**config.mk**
```make
export PLATFORM = sky130hd
export DESIGN_NAME = ps2_note_map
export DESIGN_NICKNAME = d
export VERILOG_FILES = /design/src/rtl/ps2_note_map.sv
export SDC_FILE = /design/constraint.sdc
export NUM_CORES = 1
export LEC_CHECK = 0
export ABC_CLOCK_PERIOD_IN_PS = 1550
export BUFFER_PORTS_ARGS = -buffer_cell sky130_fd_sc_hd__buf_4
export CORE_ASPECT_RATIO = 0.7
export CORE_MARGIN = 5
export CORE_UTILIZATION = 30
export CTS_CLUSTER_SIZE = 8
export DETAILED_ROUTE_END_ITERATION = 12
export PLACE_DENSITY = 0.59
export SETUP_SLACK_MARGIN = 0.1
export SLEW_MARGIN = 20
export SYNTH_ARGS = -nofsm -noshare
export SYNTH_HDL_FRONTEND = slang
export SYNTH_SLANG_ARGS = --single-unit
```
**constraint.sdc**
```tcl
create_clock -name sys_clk -period 1.55 [get_ports sys_clk]
set_input_delay 0.0775 -clock sys_clk [delete_from_list [all_inputs] [get_ports sys_clk]]
set_output_delay 0.0775 -clock sys_clk [all_outputs]
set_load 0.005 [all_outputs]
```
**src/rtl/ps2_note_map.sv**
```systemverilog
// PS/2 set-2 scan-code to musical-note mapper.
// Decodes make/break/extended prefixes and turns the seven home-row note keys
// into a tone half-period (cnt_freq) for a downstream beeper, plus a one-cycle
// key_flag pulse and the note index.
// Optional build macro: TYPEMATIC_FILTER_EN -- suppresses key_flag on typematic
// repeats of the key currently held down.
module ps2_note_map #(
  parameter int unsigned CLK_FREQ = 50_000_000
) (
  input  logic        sys_clk,
  input  logic        sys_rst,
  input  logic [7:0]  ps2_data,
  input  logic        ps2_valid,
  output logic [31:0] cnt_freq,
  output logic        key_flag,
  output logic [2:0]  note_idx
);

  // Half-period counts, truncated at elaboration.
  localparam logic [31:0] FreqC4 = 32'(CLK_FREQ / (2 * 262));
  localparam logic [31:0] FreqD4 = 32'(CLK_FREQ / (2 * 294));
  localparam logic [31:0] FreqE4 = 32'(CLK_FREQ / (2 * 330));
  localparam logic [31:0] FreqF4 = 32'(CLK_FREQ / (2 * 349));
  localparam logic [31:0] FreqG4 = 32'(CLK_FREQ / (2 * 392));
  localparam logic [31:0] FreqA4 = 32'(CLK_FREQ / (2 * 440));
  localparam logic [31:0] FreqB4 = 32'(CLK_FREQ / (2 * 494));

  localparam logic [7:0] CodeBreak = 8'hF0;
  localparam logic [7:0] CodeExt   = 8'hE0;

  typedef enum logic [1:0] {StIdle, StBrk, StExt, StExtBrk} state_e;

  state_e      state_q;
  logic [7:0]  held_code;   // 0x00 means no note key held

  logic        map_hit;
  logic [2:0]  map_idx;
  logic [31:0] map_freq;
  logic        repeat_blk;

  // Lookup of the current byte as a note make code.
  always_comb begin
    map_hit  = 1'b0;
    map_idx  = 3'd0;
    map_freq = FreqC4;
    case (ps2_data)
      8'h1C: begin map_hit = 1'b1; map_idx = 3'd0; map_freq = FreqC4; end
      8'h1B: begin map_hit = 1'b1; map_idx = 3'd1; map_freq = FreqD4; end
      8'h23: begin map_hit = 1'b1; map_idx = 3'd2; map_freq = FreqE4; end
      8'h2B: begin map_hit = 1'b1; map_idx = 3'd3; map_freq = FreqF4; end
      8'h34: begin map_hit = 1'b1; map_idx = 3'd4; map_freq = FreqG4; end
      8'h33: begin map_hit = 1'b1; map_idx = 3'd5; map_freq = FreqA4; end
      8'h3B: begin map_hit = 1'b1; map_idx = 3'd6; map_freq = FreqB4; end
      default: ;
    endcase
  end

`ifdef TYPEMATIC_FILTER_EN
  // A repeat of the held key is swallowed.
  assign repeat_blk = (held_code != 8'h00) && (held_code == ps2_data);
`else
  assign repeat_blk = 1'b0;
`endif

  // Decode FSM with registered note outputs and held-key tracking.
  always_ff @(posedge sys_clk) begin
    if (sys_rst) begin
      state_q   <= StIdle;
      key_flag  <= 1'b0;
      note_idx  <= 3'd0;
      cnt_freq  <= FreqC4;
      held_code <= 8'h00;
    end else begin
      key_flag <= 1'b0;
      if (ps2_valid) begin
        unique case (state_q)
          StIdle: begin
            if (ps2_data == CodeBreak) begin
              state_q <= StBrk;
            end else if (ps2_data == CodeExt) begin
              state_q <= StExt;
            end else if (map_hit) begin
              held_code <= ps2_data;
              if (!repeat_blk) begin
                key_flag <= 1'b1;
                note_idx <= map_idx;
                cnt_freq <= map_freq;
              end
            end
          end
          StBrk: begin
            // Any byte here is the released key, prefixes included.
            state_q <= StIdle;
            if (ps2_data == held_code) begin
              held_code <= 8'h00;
            end
          end
          StExt: begin
            state_q <= (ps2_data == CodeBreak) ? StExtBrk : StIdle;
          end
          StExtBrk: begin
            state_q <= StIdle;
          end
        endcase
      end
    end
  end

endmodule

```
==> run_results.csv, run 1 <==
group,metric,value,unit
place,dp.final_hpwl,2.106,mm
power_and_ir_drop,power.density,757.9,mW/mm^2
route,routed_wl,2.663,mm
clocking,cts_max_level,1,
route,vias,985,
timing,setup_ws,0.1726,ns
setup_path,cp_max_fo,10,
final_layout,diodes,0,
floorplanning,die-area,0.005341,mm^2
global_route,antenna_found_initial,0,
global_route,busiest_layer,"met2",
timing,slew_headroom,62.18,%
clocking,clock_latency,0.26,ns
synth,synth-xor-area-share,1.474,%
floorplanning,core,0.003875,mm^2
synth,ys_warn_count,0,
power_and_ir_drop,power,1.140,mW
synth,synth-compound-area-share,9.895,%
setup_path,path_cells,"nor4_2 > buf_4 > o211ai_4 > buf_8 > mux2i_1",
power_and_ir_drop,vdd_ir_drop_max,0.0003998,V
route,drt-wirelength-per-cell,12.10,um
timing,finalSetupViolations,0,
timing,skew,0.003813,ns
timing,worstMarginPinSlew,0.5594,ns
place,place_worst_setup_slack,-0.02295,ns
final_layout,finalNonFillerCells,220,
timing,min_period,1.377,ns
timing,fin_crit_sh,88.87,%
global_route,use_met3,3.294,%
synth,postSynthCellCount,137,
place,gp_congestion,0.8011,
job,max_cap_viol_count,0,
synth,synth_top_family_by_area,"simple AND/OR/NAND/NOR gates",
clocking,clock_sinks,20,
final_layout,drive_above_1_share,30.95,%
global_route,met2_usage,14.83,%
hold_path,hold_class,"input port to flip-flop",
setup_path,slowest_delay,0.35,ns
clocking,cts_tree,"built",
global_route,grt_pass1_wl,4.450,mm
route,drc,0,
timing,slew_viol_final,0,
global_route,grt_pass1_vias,941,
final_layout,syn2layout_area_growth,26.53,%
route,drt_pass1_iterations,4,
global_route,grt.total_usage,10.11,%
floorplanning,die_h,62.67,um
clocking,cts_buffers,3,
route,viasPerCell,4.477,
floorplanning,io_pins,47,
synth,synth-main-ff-cell,"dfxtp_1",
timing,fmax,726.0,MHz
setup_path,arrival,1.52,ns
route,drt_iter0_drc,42,
floorplanning,die_w,85.24,um
timing,final_hold_viol_count,0,
floorplanning,start_util,30.67,%
place,portBuffers,31,
clocking,cts_hold_buf,0,
synth,yosys.area_share.simple,24.21,%
final_layout,layout.nets,180,
setup_path,cp.required,1.69,ns
synth,synth_mux_area_share,14.95,%
global_route,gr-usage-met1,14.48,%
clocking,cts_root_buf,"clkbuf_8",
power_and_ir_drop,p_leak,0.6971,nW
global_route,grt_max_degree,22,
timing,grt_setup_unrepaired,"true",
synth,syn_avg_cell_area,8.676,um^2
synth,ys_ff_latch,20,
synth,yosysSeqAreaShare,33.68,%
setup_path,path_class,"flip-flop to flip-flop",
synth,synth_edf_count,0,
run_status,outcome,"complete, no violations",
synth,synth.distinct_cells,31,
clocking,clock_path_buffers,2,
setup_path,start_kind,"flip-flop",
synth,syn_area,0.001189,mm^2
setup_path,critPathSlowestCell,"dfxtp_1",
setup_path,endpoint_kind,"flip-flop",
clocking,clk_pin_slew,0.07,ns
floorplanning,row_count,19,
synth,synth_fa_ha_area_share,0,%
global_route,gr-total-overflow,0,
place,dp_cells,216,
route,ant_nets,0,
synth,async_flop_share,0,%
## state kept, by name, indices dropped and copies added (netlist names)
| name | flops |
|---|---|
| cnt_freq | 15 |
| note_idx | 2 |
| key_flag | 1 |
| state_q | 2 |
## per-stage QoR
step                      util [%]  cell area (um^2)  hold WS, ns  TNS (ns)
after floorplan                  -              1241       0.2482         0
after global placement       36.62              1419       0.4035         0
after detailed placement     36.62              1419       0.4152  -0.04454
after CTS                    38.71              1500       0.1365         0
after global routing         38.81              1504       0.1426         0
final                        38.81              1504       0.1395         0
## what timing repair did
| item | 4_1_cts | 5_1_grt |
|---|---|---|
| setup endpoints to repair | 9 | 10 |
| gates resized for setup | 2 | 1 |
| hold endpoints to repair | 0 | 0 |
| pin swaps | 0 | 1 |
| buffers inserted | 0 | 0 |
## synthesized netlist by cell type (2+ instances only)
master	n	share of area, %
a21o_1	2	1.3
a21oi_1	10	4.2
and4_1	2	1.5
buf_4	18	11
buf_6	2	1.9
clkbuf_1	6	1.9
dfxtp_1	20	34
mux2_2	6	5.7
mux2i_1	11	9.3
nand2_1	9	2.8
nand2b_1	4	2.1
nand3_1	5	2.1
nand4b_1	2	1.5
nor2_1	16	5.1
nor2b_1	6	3.2
nor3_1	2	0.84
nor4b_1	2	1.5
## path summary, 6_finish.rpt
kind / depth (start not counted) / slack [ns] / from / to
setup reg to reg: 5 / 0.17 / state_q[0] / cnt_freq[7]
hold reg to reg: 2 / 0.48 / cnt_freq[2] / cnt_freq[2]
setup / recovery: 5 / 0.17 / state_q[0] / cnt_freq[7]
hold / removal: 3 / 0.14 / ps2_valid / state_q[1]
## critical path, delay by kind of cell (launching register included)
kind | cells | cell delay (ns)
buf+inv | 2 | 0.37
flops | 1 | 0.35
simple gates | 1 | 0.28
compound gates | 1 | 0.15
mux | 1 | 0.12
## cell type report
| type | instances | area, um^2 |
|---|---|---|
| multi-input combinational | 104 | 663.1 |
| clock inverter | 1 | 30.03 |
| sequential | 20 | 400.4 |
| fill | 398 | 2371 |
| inverter | 1 | 3.754 |
| clock buffer | 3 | 41.29 |
| tap | 52 | 65.06 |
| timing repair buffer | 39 | 300.3 |
## layout by cell type (no fill, tap or decap), drive strengths merged, types with 4 or more instances in the layout
| master | count |
|---|---|
| buf | 39 |
| dfxtp | 20 |
| nor2 | 16 |
| conb | 15 |
| mux2i | 11 |
| a21oi | 10 |
| nand2 | 9 |
| nor2b | 7 |
| mux2 | 6 |
| nand3 | 5 |
| nand2b | 4 |
## cells by family (layout without fill, tap and decap cells)
kind of cell,Yosys count,count (layout)
compound gates,17,17
buf+inv,27,44
simple gates,53,53
mux,17,17
xor+xnor,2,2
flops,20,20
other cells,1,15
## where the power goes
part | total [mW] | switching, mW | internal (mW)
logic | 0.116 | 0.0688 | 0.0472
clock network | 0.510 | 0.165 | 0.345
registers | 0.514 | 0.000190 | 0.514
total | 1.14 | 0.234 | 0.905
## layer usage
| metal | share of wire [%] | vias to the layer above | routed length (um) |
|---|---|---|---|
| met1 | 49 | 457 | 1316 |
| met3 | 5.6 | 2 | 149 |
| met4 | 0.45 | 0 | 12 |
| met2 | 44 | 25 | 1185 |
| met5 | 0 | - | 0 |
| li1 | - | 501 | - |
Note: power is estimated with default switching activity, not from simulation.
==> inputs of run 2 (changes only) <==
- CELL_PAD_IN_SITES_DETAIL_PLACEMENT: not set -> 1
- CELL_PAD_IN_SITES_GLOBAL_PLACEMENT: not set -> 2
- CORE_MARGIN: 5 -> 3
- CORE_UTILIZATION: 30 -> 27
- PLACE_DENSITY: 0.59 -> 0.84
==> run 2 against run 1 <==
Compared with the run above: global-route usage rose by 1.3 points; first-iteration DRC count shrank 45%; cell count down 0.45%; largest power group unchanged; critical path depth is the same; routed wire length grew 9.1%; setup slack better by 0.0064 ns; total power fell by 16%; sequential share of layout area up 0.61 points; fmax rose by 0.47%; highest routed layer unchanged; sequential power about the same; core utilization shrank 2.6 points; register-to-register slack is essentially flat.
==> run_results.csv, run 2 (same netlist as run 1, synthesis figures left out) <==
group,metric,value,unit
global_route,gr-usage-met1,14.64,%
place,gp_congestion,0.7966,
floorplanning,start_util,29.24,%
timing,setup_ws,0.1790,ns
power_and_ir_drop,vdd_ir_drop_max,0.0003570,V
hold_path,hold_class,"input port to flip-flop",
final_layout,syn2layout_area_growth,23.68,%
power_and_ir_drop,p_int,0.7318,mW
setup_path,path_delay_family,"buffers and inverters",
power_and_ir_drop,power_frac_seq,53.7,%
route,drt_iter0_drc,23,
job,max_cap_viol_count,0,
global_route,use_met3,4.278,%
final_layout,finalNonFillerCells,219,
place,dp_cells,216,
setup_path,endpoint_kind,"flip-flop",
power_and_ir_drop,pwr-share-clk,34.3,%
global_route,grt.total_usage,11.41,%
power_and_ir_drop,p_switching,0.2256,mW
clocking,cts_buffers,3,
timing,skew,0.001664,ns
final_layout,regMostFlops,"cnt_freq",
place,dp.final_hpwl,2.259,mm
final_layout,largest_reg_flops,15,
clocking,cts_tree,"built",
clocking,postCtsSetupBuffers,0,
final_layout,design_area,0.001470,mm^2
final_layout,utilization,36.17,%
power_and_ir_drop,power.density,651.2,mW/mm^2
place,place_worst_setup_slack,0.006823,ns
final_layout,diodes,0,
route,vias,1000,
route,viasPerCell,4.566,
setup_path,cp.required,1.68,ns
timing,final_hold_viol_count,0,
setup_path,path_class,"flip-flop to flip-flop",
final_layout,drive_above_1_share,30.54,%
timing,finalSetupViolations,0,
route,drt_pass1_iterations,4,
final_layout,final_common_cell,"buf_4",
timing,timing.hold.ws,0.1514,ns
clocking,clock_sinks,20,
setup_path,cp_num_buf_inv,2,
timing,fmax,729.4,MHz
clocking,cts_root_buf,"clkbuf_8",
final_layout,final_cell_mix,"buf_4, dfxtp_1, nor2_1",
place,portBuffers,31,
route,ant_nets,0,
clocking,clk_pin_slew,0.07,ns
floorplanning,die_h,61.51,um
power_and_ir_drop,p_leak,0.6810,nW
clocking,post_cts_resized,0,
setup_path,arrival,1.51,ns
run_status,outcome,"complete, no violations",
floorplanning,die-area,0.005247,mm^2
timing,min_period,1.371,ns
setup_path,critPathMostFrequentCell,"buf_4",
clocking,cts_hold_buf,0,
clocking,cts_max_level,1,
floorplanning,core,0.004065,mm^2
global_route,busiest_layer,"met2",
power_and_ir_drop,power,0.9574,mW
global_route,gr-total-overflow,0,
global_route,grt_pass1_wl,4.740,mm
final_layout,fillers,491,
global_route,met2_usage,18.81,%
timing,fin_crit_sh,88.45,%
floorplanning,io_pins,47,
route,routed_wl,2.906,mm
timing,slew_headroom,60.98,%
global_route,grt_pass1_vias,1000,
final_layout,reg_top3,"cnt_freq (15), note_idx (2), state_q (2)",
place,placed_area,0.001419,mm^2
power_and_ir_drop,combPwrFrac,12.0,%
setup_path,start_kind,"flip-flop",
floorplanning,die_w,85.31,um
timing,slew_viol_final,0,
floorplanning,row_count,19,
global_route,grt_max_degree,22,
timing,fin_setup_tns,0,ns
route,drt-wirelength-per-cell,13.27,um
setup_path,critPathSlowestCell,"dfxtp_1",
clocking,clock_path_buffers,2,
final_layout,layout.nets,180,
setup_path,cp_max_fo,10,
timing,worstMarginPinSlew,0.5771,ns
timing,grt_setup_unrepaired,"false",
global_route,antenna_found_initial,0,
route,drc,0,
power_and_ir_drop,swShare,23.56,%
setup_path,path_cells,"nor4_2 > buf_4 > o211ai_4 > buf_4 > mux2i_1",
setup_path,slowest_delay,0.35,ns
clocking,clock_latency,0.25,ns
==> run 2: final timing paths <==
check               from           to  slack (ns)  cells after the start
max           state_q[1]  note_idx[1]        0.18                      5
min            ps2_valid   state_q[0]        0.15                      3
max reg2reg   state_q[1]  note_idx[1]        0.18                      5
min reg2reg  cnt_freq[2]  cnt_freq[2]        0.49                      2
==> run 2: area by class of cell <==
class	count	area [um^2]	area share, %
clock buffer	3	41.29	2.809
tap	52	65.06	4.426
inverter	1	3.754	0.2553
timing repair buffer	39	296.5	20.17
sequential	20	400.4	27.23
multi-input combinational	104	663.1	45.11
==> run 2: power by group through the flow <==
| stage | combinational [mW] | clock [mW] | sequential (mW) |
|---|---|---|---|
| 2_1_floorplan | 0.0931 | 0 | 0.526 |
| 3_3_place_gp | 0.109 | 0 | 0.526 |
| 3_5_place_dp | 0.112 | 0 | 0.526 |
| 4_1_cts | 0.113 | 0.345 | 0.514 |
| 5_1_grt | 0.129 | 0.359 | 0.514 |
| 6_report | 0.115 | 0.328 | 0.514 |
==> run 2: worst reg2reg max path, cell delays in order, from the launching register on <==
cell and delay, ns:
dfxtp_1 0.35, nor4_2 0.28, buf_4 0.16, o211ai_4 0.15, buf_4 0.21, mux2i_1 0.11
==> run 2: metal layers <==
metal	vias up	part of all wire (%)
met5	-	0
met4	0	0.45
met3	2	6.6
met2	26	45
met1	473	48
li1	499	-
